==> src/rtl/latch_mem_pkg.sv <==
// latch_mem_pkg: shared state encoding and sizing helpers for the latch memory controller
package latch_mem_pkg;
    typedef enum logic [1:0] {
        ST_SETUP  = 2'b00,
        ST_ACCESS = 2'b01,
        ST_HOLD   = 2'b10,
        ST_IDLE   = 2'b11
    } state_e;

    function automatic int cnt_width(input int acc);
        return (acc > 2) ? $clog2(acc) : 1;
    endfunction
endpackage

==> src/rtl/latch_mem_ctrl_if.sv <==
// latch_mem_ctrl_if: 4-phase select/valid request bus between requester and controller
interface latch_mem_ctrl_if #(
    parameter int WIDTH  = 8,
    parameter int ADDR_W = 4
);
    logic              select;
    logic              op;
    logic [ADDR_W-1:0] addr;
    logic [WIDTH-1:0]  wdata;
    logic              valid;
    logic              rw;
    logic [WIDTH-1:0]  rdata;
    logic              err;
    logic              busy;
    logic [1:0]        state;

    modport master (output select, op, addr, wdata, input valid, rw, rdata, err, busy, state);
    modport slave  (input select, op, addr, wdata, output valid, rw, rdata, err, busy, state);
endinterface

==> src/rtl/latch_word_array.sv <==
// latch_word_array: DEPTH x WIDTH storage with async clear, one write port and a combinational read port
module latch_word_array #(
    parameter int WIDTH  = 8,
    parameter int DEPTH  = 16,
    parameter int ADDR_W = 4
) (
    input  logic              clk,
    input  logic              rst_n,
    input  logic              we_i,
    input  logic [ADDR_W-1:0] waddr_i,
    input  logic [WIDTH-1:0]  wdata_i,
    input  logic [ADDR_W-1:0] raddr_i,
    output logic [WIDTH-1:0]  rdata_o
);
    localparam logic [ADDR_W:0] DEPTH_L = (ADDR_W+1)'(DEPTH);

    logic [WIDTH-1:0] mem_q [DEPTH];

    // Clear every word on reset; otherwise commit the addressed word when enabled and in range
    always_ff @(posedge clk or negedge rst_n) begin
        if (!rst_n) begin
            for (int i = 0; i < DEPTH; i++) mem_q[i] <= '0;
        end else if (we_i && ({1'b0, waddr_i} < DEPTH_L)) begin
            mem_q[waddr_i] <= wdata_i;
        end
    end

    assign rdata_o = ({1'b0, raddr_i} < DEPTH_L) ? mem_q[raddr_i] : '0;
endmodule

==> src/rtl/latch_mem_ctrl.sv <==
// latch_mem_ctrl: handshake FSM, access-window counter and capture registers in front of the latch array
module latch_mem_ctrl #(
    parameter int WIDTH      = 8,
    parameter int DEPTH      = 16,
    parameter int ADDR_W     = 4,
    parameter int ACC_CYCLES = 2
) (
    input logic             clk,
    input logic             rst_n,
    latch_mem_ctrl_if.slave bus
);
    import latch_mem_pkg::*;

    localparam int              CW       = cnt_width(ACC_CYCLES);
    localparam logic [CW-1:0]   CNT_INIT = CW'(ACC_CYCLES - 1);
    localparam logic [ADDR_W:0] DEPTH_L  = (ADDR_W+1)'(DEPTH);

    state_e            state_q, state_d;
    logic [CW-1:0]     cnt_q, cnt_d;
    logic              op_q, op_d;
    logic [ADDR_W-1:0] addr_q, addr_d;
    logic [WIDTH-1:0]  wdata_q, wdata_d;
    logic              err_q, err_d;
    logic [WIDTH-1:0]  rdata_q, rdata_d;
    logic [WIDTH-1:0]  arr_rdata;
    logic              last;

    assign last = (state_q == ST_ACCESS) && (cnt_q == '0);

    latch_word_array #(.WIDTH(WIDTH), .DEPTH(DEPTH), .ADDR_W(ADDR_W)) u_arr (
        .clk     (clk),
        .rst_n   (rst_n),
        .we_i    (last && op_q && !err_q),
        .waddr_i (addr_q),
        .wdata_i (wdata_q),
        .raddr_i (addr_q),
        .rdata_o (arr_rdata)
    );

    // Next-state logic: request capture in IDLE, range check in SETUP, commit on the last ACCESS cycle
    always_comb begin
        state_d = state_q;
        cnt_d   = cnt_q;
        op_d    = op_q;
        addr_d  = addr_q;
        wdata_d = wdata_q;
        err_d   = err_q;
        rdata_d = rdata_q;
        case (state_q)
            ST_IDLE: if (bus.select) begin
                state_d = ST_SETUP;
                op_d    = bus.op;
                addr_d  = bus.addr;
                wdata_d = bus.wdata;
                err_d   = 1'b0;
            end
            ST_SETUP: begin
                state_d = ST_ACCESS;
                cnt_d   = CNT_INIT;
                err_d   = {1'b0, addr_q} >= DEPTH_L;
            end
            ST_ACCESS: if (cnt_q == '0) begin
                state_d = ST_HOLD;
                rdata_d = op_q ? rdata_q : (err_q ? '0 : arr_rdata);
            end else begin
                cnt_d = cnt_q - CW'(1);
            end
            ST_HOLD: state_d = bus.select ? ST_HOLD : ST_IDLE;
            default: state_d = ST_IDLE;
        endcase
    end

    // State and capture registers; async reset drops any uncommitted write
    always_ff @(posedge clk or negedge rst_n) begin
        if (!rst_n) begin
            state_q <= ST_IDLE;
            cnt_q   <= '0;
            op_q    <= 1'b0;
            addr_q  <= '0;
            wdata_q <= '0;
            err_q   <= 1'b0;
            rdata_q <= '0;
        end else begin
            state_q <= state_d;
            cnt_q   <= cnt_d;
            op_q    <= op_d;
            addr_q  <= addr_d;
            wdata_q <= wdata_d;
            err_q   <= err_d;
            rdata_q <= rdata_d;
        end
    end

    assign bus.valid = state_q == ST_HOLD;
    assign bus.busy  = (state_q == ST_SETUP) || (state_q == ST_ACCESS);
    assign bus.rw    = op_q;
    assign bus.err   = err_q;
    assign bus.rdata = rdata_q;
    assign bus.state = state_q;
endmodule

==> src/flat_wrapper.sv <==
// flat-port wrapper written by rule: the top's interface ports become plain ports
module latch_mem_ctrl_flat import latch_mem_pkg::*;
#(
    parameter int WIDTH      = 8,
    parameter int DEPTH      = 16,
    parameter int ADDR_W     = 4,
    parameter int ACC_CYCLES = 2
)
  (clk, rst_n, bus_select, bus_op, bus_addr, bus_wdata, bus_valid, bus_rw, bus_rdata, bus_err, bus_busy, bus_state);
  latch_mem_ctrl_if #(.WIDTH(WIDTH), .ADDR_W(ADDR_W)) bus_i ();
  input logic clk;
  input logic rst_n;
  input wire logic [$bits(bus_i.select)-1:0] bus_select;
  input wire logic [$bits(bus_i.op)-1:0] bus_op;
  input wire logic [$bits(bus_i.addr)-1:0] bus_addr;
  input wire logic [$bits(bus_i.wdata)-1:0] bus_wdata;
  output wire logic [$bits(bus_i.valid)-1:0] bus_valid;
  output wire logic [$bits(bus_i.rw)-1:0] bus_rw;
  output wire logic [$bits(bus_i.rdata)-1:0] bus_rdata;
  output wire logic [$bits(bus_i.err)-1:0] bus_err;
  output wire logic [$bits(bus_i.busy)-1:0] bus_busy;
  output wire logic [$bits(bus_i.state)-1:0] bus_state;
  assign bus_i.select = bus_select;
  assign bus_i.op = bus_op;
  assign bus_i.addr = bus_addr;
  assign bus_i.wdata = bus_wdata;
  assign bus_valid = bus_i.valid;
  assign bus_rw = bus_i.rw;
  assign bus_rdata = bus_i.rdata;
  assign bus_err = bus_i.err;
  assign bus_busy = bus_i.busy;
  assign bus_state = bus_i.state;
  latch_mem_ctrl #(.WIDTH(WIDTH), .DEPTH(DEPTH), .ADDR_W(ADDR_W), .ACC_CYCLES(ACC_CYCLES)) u_core (.clk(clk), .rst_n(rst_n), .bus(bus_i));
endmodule
==> config.mk <==
export PLATFORM = sky130hd
export DESIGN_NAME = latch_mem_ctrl_flat
export DESIGN_NICKNAME = d
export VERILOG_FILES = /design/src/rtl/latch_mem_pkg.sv /design/src/rtl/latch_mem_ctrl_if.sv /design/src/rtl/latch_word_array.sv /design/src/rtl/latch_mem_ctrl.sv /design/src/flat_wrapper.sv
export SDC_FILE = /design/constraint.sdc
export NUM_CORES = 1
export LEC_CHECK = 0
export CAP_MARGIN = 20
export CORE_ASPECT_RATIO = 0.6
export CORE_MARGIN = 2
export CORE_UTILIZATION = 36
export DETAILED_ROUTE_END_ITERATION = 8
export PLACE_DENSITY = 0.63
export SETUP_SLACK_MARGIN = 0.1
export SYNTH_ARGS = -nofsm -noshare
export SYNTH_HDL_FRONTEND = slang
export SYNTH_HIERARCHICAL = 1
export SYNTH_SLANG_ARGS = --single-unit
==> constraint.sdc <==
create_clock -name clk -period 2.86 [get_ports clk]
set_clock_uncertainty 0.15 [all_clocks]
set_input_delay 0.286 -clock clk [delete_from_list [all_inputs] [get_ports clk]]
set_output_delay 0.286 -clock clk [all_outputs]
set_load 0.05 [all_outputs]
==> metrics.cfg <==
[placed_design]
place.gp.congestion=0.773
portBuffers=28
place_area_um2=7540
pre_cts_ws_ns=0.402
place_hpwl_mm=10.3

[detailed_routing]
avgRoutedWirePerCell_um=21.0
wirelength_mm=15.3
drc_errors=0
vias=3873
drt_iter0_drc=184
dr.pass1.iters=4
antenna_left=0
via_per_inst=5.31

[critical_path]
required_ns=2.42
reg2reg_to=u_core/u_arr/mem_q[59]
crit_fanout=5
crit-reg2reg-launch=u_core/bus.state[0]
cp-end-kind=primary output
rrSetupSlack_ns=0.40
path_buf_inv=2
cp.arrival_ns=2.05
path_delay_family=flip-flops
critPathMaxStageDelay_ns=0.57
r2r_cells=5
cp-start-kind=flop
cpMaxStageDelayCell=dfstp_2
critPathKind=flop to primary output
crit_chain=inv_1 -> ha_1 -> or2_2 -> dlygate4sd2_1

[die]
core-area_um2=18900
rows=39
die_y_um=111
pin_count=30
dieArea_um2=20300
initial_core_util=0.365
die_w_um=183

[worst_hold_path]
hold_class=primary input to async pin

[power_and_ir_drop]
leakagePower_nw=3.78
vdd_drop_max_mv=0.641
power_density_nw_per_um2=1010
p_total_w=0.00819

[cells_and_area]
drive_gt1_frac=0.524
fin_area_um2=8100
antenna_cells=0
n_fill_cell=1649
nets=495
syn2layout_area_growth_pct=17.6

[status]
run_status=finished, final reports clean

[yosys]
synth_area_leaders=dfrtp_1 54%, mux2_2 25%, mux4_2 10%, a22oi_1 1.9%, ha_1 0.91%
yosys_warnings=6
postSynthCellCount=432
ys_seq_area_frac=0.552
yosys.area.top_type_share=0.545
synthFlopType=dfrtp_1
ys_top_cells_by_count=150 x dfrtp_1, 150 x mux2_2, 32 x mux4_2, 17 x a22oi_1, 12 x clkbuf_1
synth_area_leader_cell=dfrtp_1
postSynthRegisterBits=152
ys_types=31
synth_nets=453
syn_area_per_cell_um2=15.9
syn_area_um2=6890
ys_async_sr_fraction=1.00
synth-edff-count=0

[global_route]
grt_max_degree=81
overflow=0
grt_antenna_before_repair=0
grt_pass1_vias=4273
grt_usage=0.165
grt_pass1_wl_mm=25.2

[clocking]
clock_latency_ns=0.42
cts_tree=built
numCtsBuffers=17
clockRootBuffer=clkbuf_16
cts_max_path_buffers=2
path_clk_slew_ns=0.06
clock-sinks=152
post_cts_buffers=0
cts.htree.levels=4

[timing]
hold_slack_ns=0.325
tightest_slew_ns=0.895
setup_viol=0
finalCritPeriodShare=0.869
min_period_ns=2.48
max_slew_margin=0.402
max_freq_ghz=0.402
finalSetupTns_ns=0
finalHoldViolCount=0
fin_ws_ns=0.375
final_max_slew_viol_count=0
rsz0062_at_grt=no

[flow_run]
maxCapViolCount=0

-- state kept, by name (all words and copies together), names as in the netlist --
register            count
u_core/u_arr/mem_q    128
u_core/bus.rdata        8
u_core/wdata_q          8
u_core/addr_q           4
u_core/bus.state        2
u_core/bus.rw           1
u_core/cnt_q            1
-- kinds of logic (layout without fill, tap and decap cells) --
kind of cell / Yosys count / after routing / synth area share
flip-flops: 152 / 152 / 0.552
buffers and inverters: 29 / 80 / 0.0214
AO/OA/AOI/OAI: 18 / 18 / 0.0196
adder cells (fa/ha/maj): 5 / 5 / 0.00908
AND/OR/NAND/NOR: 44 / 44 / 0.0456
multiplexers: 183 / 183 / 0.351
other: 1 / 1 / 0.000544
-- stage by stage --
step,util,cells
floorplan,-,432
global placement,0.399,700
detailed placement,0.399,700
CTS,0.429,729
global route,0.429,729
finish,0.429,729
-- how the worst max path moves through the flow --
stage                   startpoint                      to  slack (ns)  cells past startpoint
2_1_floorplan  u_core/bus.state[0]  u_core/u_arr/mem_q[64]        0.41                      5
3_3_place_gp   u_core/bus.state[0]  u_core/u_arr/mem_q[62]        0.48                      5
3_5_place_dp   u_core/bus.state[0]  u_core/u_arr/mem_q[58]        0.40                      5
4_1_cts        u_core/bus.state[0]                bus_busy        0.35                      4
5_1_grt        u_core/bus.state[1]  u_core/u_arr/mem_q[58]        0.29                      6
6_report       u_core/bus.state[0]                bus_busy        0.38                      4
-- metal layers --
layer	GRT usage	part of all wire
met5	0	0
met2	0.232	0.43
met3	0.0486	0.053
met4	0.0419	0.013
met1	0.248	0.51
-- area by class of cell --
| cell class | instances | area [um^2] | share of cell area |
|---|---|---|---|
| clock inverters | 10 | 108 | 0.0133 |
| repair buffers | 49 | 490 | 0.0606 |
| flip-flops and latches | 152 | 3810 | 0.470 |
| clock buffers | 18 | 439 | 0.0542 |
| inverters | 3 | 11.3 | 0.00139 |
| multi-input cells | 251 | 2940 | 0.362 |
| well taps | 246 | 308 | 0.0380 |
-- repair_timing --
action | CTS | global route
hold buffers | 1 | 0
gates resized for setup | 1 | 0
endpoints found under the setup margin | 1 | 0
hold endpoints to repair | 75 | 0
-- layout by cell type, fill, tap and decap left out, types with 2 or more instances in the layout --
master / synthesis / layout
nand2b_4: 2 / 2
clkdlybuf4s50_1: 0 / 26
nor2_2: 6 / 6
buf_12: 0 / 4
a22oi_1: 17 / 17
nor2b_1: 3 / 3
or3_1: 2 / 2
clkinvlp_4: 0 / 3
dfstp_2: 2 / 2
mux2_2: 150 / 150
mux4_2: 32 / 32
bufinv_16: 0 / 2
clkinv_2: 0 / 5
nand3_1: 2 / 2
buf_4: 2 / 16
nand2_1: 11 / 11
clkbuf_16: 0 / 17
inv_1: 3 / 3
ha_1: 5 / 5
nor2_1: 3 / 3
dfrtp_1: 150 / 149
nor3_2: 6 / 6
nand3b_1: 2 / 2
-- report_power, final --
group	internal, W	switching, W
registers	0.00285	0.000806
logic	0.00131	0.00109
clock network	0.00128	0.000850
Power figures use the tool's default switching activity.
